===== config.mk =====
export PLATFORM = sky130hd
export DESIGN_NAME = rr_grant_arbiter
export DESIGN_NICKNAME = d
export VERILOG_FILES = /design/src/rtl/rr_grant_arbiter.sv
export SDC_FILE = /design/constraint.sdc
export NUM_CORES = 1
export LEC_CHECK = 0
export CAP_MARGIN = 20
export CORE_ASPECT_RATIO = 0.7
export CORE_MARGIN = 3
export CORE_UTILIZATION = 55
export CTS_CLUSTER_DIAMETER = 60
export DETAILED_ROUTE_END_ITERATION = 16
export PLACE_DENSITY = 0.77
export SETUP_SLACK_MARGIN = 0.05
export SLEW_MARGIN = 15
export SYNTH_ARGS = -nofsm -noshare
export SYNTH_HDL_FRONTEND = slang
export SYNTH_SLANG_ARGS = --single-unit

===== constraint.sdc =====
create_clock -name clk -period 7.2 [get_ports clk]
set_input_delay 1.44 -clock clk [delete_from_list [all_inputs] [get_ports clk]]
set_output_delay 1.44 -clock clk [all_outputs]
set_load 0.01 [all_outputs]

===== src/rtl/rr_grant_arbiter.sv =====
// rtl/rr_grant_arbiter.sv - round-robin grant arbiter with hold budget and one-hot mux select
module rr_grant_arbiter #(
    parameter int NR_REQ    = 4,
    parameter int IDX_WIDTH = 2,
    parameter int MAX_HOLD  = 8
) (
    input  logic                 clk,
    input  logic                 rst_n,
    input  logic [NR_REQ-1:0]    req,
    input  logic                 done,
    output logic [NR_REQ-1:0]    grant,
    output logic [IDX_WIDTH-1:0] grant_idx,
    output logic                 grant_valid,
    output logic                 preempt
);

    localparam int HOLD_W = (MAX_HOLD > 1) ? $clog2(MAX_HOLD) : 1;
    localparam logic [HOLD_W-1:0]    HOLD_LAST = (MAX_HOLD > 0) ? HOLD_W'(MAX_HOLD - 1) : '0;
    localparam logic [IDX_WIDTH-1:0] IDX_LAST  = IDX_WIDTH'(NR_REQ - 1);

    typedef enum logic {
        ST_IDLE = 1'b0,
        ST_BUSY = 1'b1
    } state_t;

    state_t               state_q, state_d;
    logic [NR_REQ-1:0]    grant_q, grant_d;
    logic [IDX_WIDTH-1:0] grant_idx_q, grant_idx_d;
    logic [IDX_WIDTH-1:0] ptr_q, ptr_d;
    logic [HOLD_W-1:0]    hold_cnt_q, hold_cnt_d;
    logic                 preempt_q, preempt_d;

    logic [IDX_WIDTH-1:0] owner_next;
    logic [IDX_WIDTH-1:0] search_start;
    logic [NR_REQ-1:0]    search_req;
    logic                 win_found;
    logic [IDX_WIDTH-1:0] win_idx;
    logic [NR_REQ-1:0]    win_onehot;

    logic                 rel_done;
    logic                 rel_abandon;
    logic                 others_pending;
    logic                 rel_hold;
    logic                 release_now;

    assign owner_next = (grant_idx_q == IDX_LAST) ? '0 : grant_idx_q + 1'b1;

    // While busy the search only matters on release, where the owner is masked
    // and the scan starts just past it; from idle it starts at ptr unmasked.
    always_comb begin
        search_start = ptr_q;
        search_req   = req;
        if (state_q == ST_BUSY) begin
            search_start = owner_next;
            search_req   = req & ~grant_q;
        end
    end

    always_comb begin
        int cand;
        win_found  = 1'b0;
        win_idx    = '0;
        win_onehot = '0;
        cand       = 0;
        for (int i = 0; i < NR_REQ; i++) begin
            cand = (int'(search_start) + i) % NR_REQ;
            if (!win_found && search_req[IDX_WIDTH'(cand)]) begin
                win_found                     = 1'b1;
                win_idx                       = IDX_WIDTH'(cand);
                win_onehot[IDX_WIDTH'(cand)]  = 1'b1;
            end
        end
    end

    always_comb begin
        rel_done       = done;
        rel_abandon    = ~|(req & grant_q);
        others_pending = |(req & ~grant_q);
        rel_hold       = (MAX_HOLD != 0) && (hold_cnt_q == HOLD_LAST) && others_pending;
        release_now    = rel_done || rel_abandon || rel_hold;
    end

    always_comb begin
        state_d     = state_q;
        grant_d     = grant_q;
        grant_idx_d = grant_idx_q;
        ptr_d       = ptr_q;
        hold_cnt_d  = hold_cnt_q;
        preempt_d   = 1'b0;

        case (state_q)
            ST_IDLE: begin
                if (win_found) begin
                    state_d     = ST_BUSY;
                    grant_d     = win_onehot;
                    grant_idx_d = win_idx;
                    hold_cnt_d  = '0;
                end
            end
            ST_BUSY: begin
                if (release_now) begin
                    ptr_d      = owner_next;
                    preempt_d  = rel_hold && !rel_done && !rel_abandon;
                    hold_cnt_d = '0;
                    if (win_found) begin
                        grant_d     = win_onehot;
                        grant_idx_d = win_idx;
                    end else begin
                        state_d     = ST_IDLE;
                        grant_d     = '0;
                        grant_idx_d = '0;
                    end
                end else if ((MAX_HOLD != 0) && (hold_cnt_q != HOLD_LAST)) begin
                    hold_cnt_d = hold_cnt_q + 1'b1;
                end
            end
            default: begin
                state_d     = ST_IDLE;
                grant_d     = '0;
                grant_idx_d = '0;
            end
        endcase
    end

    always_ff @(posedge clk) begin
        if (!rst_n) begin
            state_q     <= ST_IDLE;
            grant_q     <= '0;
            grant_idx_q <= '0;
            ptr_q       <= '0;
            hold_cnt_q  <= '0;
            preempt_q   <= 1'b0;
        end else begin
            state_q     <= state_d;
            grant_q     <= grant_d;
            grant_idx_q <= grant_idx_d;
            ptr_q       <= ptr_d;
            hold_cnt_q  <= hold_cnt_d;
            preempt_q   <= preempt_d;
        end
    end

    assign grant       = grant_q;
    assign grant_idx   = grant_idx_q;
    assign grant_valid = (state_q == ST_BUSY);
    assign preempt     = preempt_q;

endmodule


# After elaboration in Yosys (flattened, before gate mapping)
# Index checks and enable logic that the tools add are counted.
# classes
add_sub_neg	5
n_lt_le_gt_ge	8
eq_ne	6
mux	50
n_bitwise	7
reduce_logical	23
# op_table
operator	count
$mux 4	8
$mux 1	18
$mux 2	9
$lt 2x4->1 const B	4
$or 4x4->4	3
$logic_and 1x1->1	10
$mux 3	3
$and 4x4->4	2
$bmux 1 s2	4
$demux 1 s2	4
$ge 2x1->1 const B	4
$pmux 4 s2	1
$reduce_or 4->1	2
$pmux 3 s2	1
$reduce_and 2->1	3
$logic_not 1->1	5
$add 2x1->2 const B	2
$add 2x2->2 const B	2
$not 4->4	1
$pmux 2 s2	1
$add 3x1->3 const B	1
$eq 3x3->1 const B	1
$ne 3x1->1 const B	1
$ne 3x3->1 const B	1
7 further kinds	8
# totals
register_bits	13
in_bits	7
out_inout_bits	8
wordCells	105

# Logic depth before layout (Yosys ltp)
# logic_depth
ltp_word	19
ltp_mapped	11
depth_no_buf	9

# Worst setup path before layout
# OpenSTA, ideal clock, no wires.
# synth_path
path_type	input-to-reg
start	in req[1]
end	reg grant_q[3] (netlist: grant[3])
setup_time_ns	0.121
arrival_time_ns	2.734
setup_slack_ns	4.345
cell_stages	7
n_path_buf	1
cell_sequence	a21boi_1 > nand4b_1 > and4_4 > buf_6 > o2111a_1 > a221oi_2 > o2bb2ai_1
# synth_via
elab_chain_len	18
elab_cells_between_ends	45
# synth_lines
element	line	rtl
start: declaration	9	input logic [NR_REQ-1:0] req,
$and 4x4->4	55, 78	
$mux 4	53	if (state_q == ST_BUSY) begin
$bmux 1 s2	67	if (!win_found && search_req[IDX_WIDTH'(cand)]) begin
$mux 1 (not written as such) (2 in a row)	67	
$mux 1	67	
$logic_not 1->1	67	
$logic_and 1x1->1	67	
$mux 1	67	
$logic_not 1->1	67	
$logic_and 1x1->1	67	
$mux 1	67	
$logic_not 1->1	67	
$logic_and 1x1->1	67	
$mux 4 or $mux 1 (tied branches)	67	
$mux 4	105	if (win_found) begin
$mux 4	101	if (release_now) begin
$pmux 4 s2	91	case (state_q)
end signal: assignment	135	grant_q <= grant_d;
end: declaration	27	logic [NR_REQ-1:0] grant_q, grant_d;
# Several ways; a longest one is shown, not always the timed one. The select of a mux whose other input is x is not followed.
# A chain may end at the register's enable or synchronous reset.

# Worst setup path in the final report
# layout_path
start	in req[1]
end	reg grant_idx_q[0] (netlist: grant_idx[0])
# layout_via
elab_chain_len	18
elab_cells_between_ends	42
# layout_lines
element	line	rtl
$and 4x4->4	55, 78	
$mux 4	53	
$bmux 1 s2	67	
$mux 1 (not written as such) (2 in a row)	67	
$mux 1	67	
$logic_not 1->1	67	
$logic_and 1x1->1	67	
$mux 1	67	
$logic_not 1->1	67	
$logic_and 1x1->1	67	
$mux 1	67	
$logic_not 1->1	67	
$logic_and 1x1->1	67	
$mux 2 or $mux 1 (tied branches)	67	
$mux 2	105	
$mux 2	101	
$pmux 2 s2	91	
end signal: assignment	136	grant_idx_q <= grant_idx_d;
end: declaration	28	logic [IDX_WIDTH-1:0] grant_idx_q, grant_idx_d;
# Several ways; a longest one is shown, not always the timed one. The select of a mux whose other input is x is not followed.

==> metrics.txt <==
Hold Path Stages=2; Critical Path Fanout Max=9; GRT Max-Usage Layer=met1; Root Buffer=clkbuf_4; worst min path class=reg -> reg; vias per std cell=6.78; # IOs=15; H-tree Lvls=1; Starting Density=61.4%; max frequency=~290 MHz; Synth-to-Final Area Change=13.0%; FF-to-FF path depth=7; Final Max Slew Viols=0; Clock transition at path regs=about 80 ps; fin crit share=47.8%; worst clock skew=3.12 ps; chip height=45.1 microns; Diodes inserted=0; status=finished, final reports clean; row count=13; M3 GR Usage=8.29%; Final ANT Viol Nets=0; CP Capture Type=flop; Fin Setup TNS=0 ps; Post-CTS Setup Bufs=0; final critical-path required period=3440 ps; vias in the first global route=1,095; fin area=1360 sq um; Longest Clk Path Bufs=2; Via Count=approximately 1,200; gpl congestion=0.944; # setup viols final=0; initial antenna violation count=0; Net Count, Synth=161; Post-Route Utilization=~69%; RSZ-0062 raised after global routing=false; Yosys reg bits=13; transition time of the tightest slew-check pin=694 ps; routed wire length=3.17 mm; EDFF count, synth=0; DP Area=1330 sq um; Crit path depth=7; Worst Path Required=7350 ps; peak supply drop=between 0.15 and 0.2 mV; Mapped Area=1200 sq um; nets=175; critical path's top delay family=compound AO/OA/AOI/OAI gates; share of layout cells above drive strength 1=9.62%; Hold Fails Final Rpt=0; GR Overflow Total=0; initial DRC count=122; number of CTS-inserted buffers=3; Post-Syn Instances=between 100 and 150; filler cell count in the final layout=~160; asr flop ratio synth=0%; Yosys warning count=0; pwr dens=353 nW/um^2; full die area=2780 sq um; pin count of the biggest net entering global routing=20; met1 Usage GRT=37.7%; leak pwr=0.000550 uW; CTS tree=done; worst skew pair latency=290 ps; Die Wd=approximately 62 microns; WL/cell=roughly 18 microns; crit-path max cell delay=600 ps; Max Cap Viol=0; Pre-antenna DRT Iters=4; CP max stage cell=a21boi_1; Max transition margin=53.6%; commonest register cell after synthesis=dfxtp_1; Seq/Total Area, Yosys=21.7%; dpl hpwl=2.43 mm; Crit Path Class=in -> reg; Netlist cell types=55; final hold slack=497 ps; Port Buf Inserts=14; Core Region=1950 sq um; Crit path arrival time=3600 ps; Clock Sinks=13; global-route wire length before repair=roughly 5.2 mm; GR Util met2=36.1%; Residual DRC=0; PnR Total Power=478 uW; Critical Path, Cell by Cell=clkdlybuf4s50_1 -> a21boi_1 -> and4_1 -> o2111ai_1 -> nand2_1 -> nor3_1 -> o41ai_1; CTS Hold Bufs=0; GR Util All Layers=25.9%; synthesized area per cell=8.38 sq um; CP bufs+invs=1; Startpoint Class=input port; post-CTS sizing=0
==> worst reg2reg max path, delay by kind of cell (launching register included) <==
family	cells	cell delay, ps
adder cells (fa/ha/maj)	1	500
AND/OR/NAND/NOR	5	1390
flip-flops	1	730
AO/OA/AOI/OAI	1	490
==> cell usage after synthesis (2+ instances only) <==
master     count  share of area, %
nand3_1        3               1.3
nor2b_1        5               2.6
a211oi_1       2               1.3
a22oi_1        4               2.5
a21bo_2        3               2.5
o31ai_1        2               1.3
a32oi_1        2               1.5
buf_6          2               1.9
o21ai_1        2              0.84
and3_1         2               1.0
nor3_1         6               2.5
a21boi_0       3               1.9
dfxtp_1       13                22
inv_1          4               1.3
a31oi_1        4               2.1
o21ai_0        4               1.7
o2111ai_1      2               1.5
mux2i_1        6               5.0
ha_1          11                11
nand2_1       12               3.8
a21oi_1        4               1.7
nor2_1        14               4.4
==> cell type report <==
| class | instances | area [sq um] | share of cell area (%) |
|---|---|---|---|
| Timing Repair Buffer | 14 | 140 | 10.3 |
| Clock buffer | 3 | 22.5 | 1.66 |
| Sequential cell | 13 | 260 | 19.2 |
| Inverter | 6 | 22.5 | 1.66 |
| Tap cell | 22 | 27.5 | 2.03 |
| Multi-Input combinational cell | 119 | 877 | 64.7 |
| Clock inverter | 1 | 5.00 | 0.369 |
==> final timing paths <==
path | startpoint | to | slack, ps
max | req[1] | grant_idx[0] | 3760
min | ptr_q[0] | ptr_q[0] | 500
max reg2reg | grant_valid | grant_idx[0] | 3950
min reg2reg | ptr_q[0] | ptr_q[0] | 500
==> sequential cells by signal (all words and copies together) (netlist names) <==
signal and count:
grant_valid 1, grant 4, grant_idx 2, preempt 1, hold_cnt_q 3, ptr_q 2
==> through the flow <==
stage               cells  setup WS (ps)
detailed placement    174           3600
global route          178           3660
global placement      174           3600
floorplan             143           4350
CTS                   178           3890
finish                178           3760
==> cells in the final DEF, fill, tap and decap left out, types with 3 or more instances in the layout <==
cell,netlist,routed
clkbuf_4,0,3
inv_1,4,4
ha_1,11,11
mux2i_1,6,6
o21ai_0,4,4
clkdlybuf4s50_1,0,14
a21bo_2,3,3
a21oi_1,4,4
a22oi_1,4,4
dfxtp_1,13,13
nor2b_1,5,5
nor2_1,14,14
nand3_1,3,3
nor3_1,6,6
a21boi_0,3,3
nand2_1,12,12
a31oi_1,4,4
==> layer usage <==
layer,share of wire [%],vias up,wire length (microns)
li1,-,574,-
met1,46,567,1470
met2,43,57,1380
met3,9.1,9,290
met4,1.1,0,34
met5,0,-,0
==> kinds of logic (layout without fill, tap and decap cells) <==
logic type,Yosys count,count (layout),share of synthesized area (%)
adders and majority gates,11,11,11.5
and+or+nand+nor,54,54,23.3
AOI/OAI and AO/OA,45,45,29.1
buffers and inverters,11,24,5.11
DFF,13,13,21.7
muxes,9,9,9.29
==> power by group <==
group	internal [uW]	switching [uW]
Sequential	88.9	25.8
Clock	20.7	27.5
Combinational	131	184
Total	241	237
(Power assumes the default switching activity.)
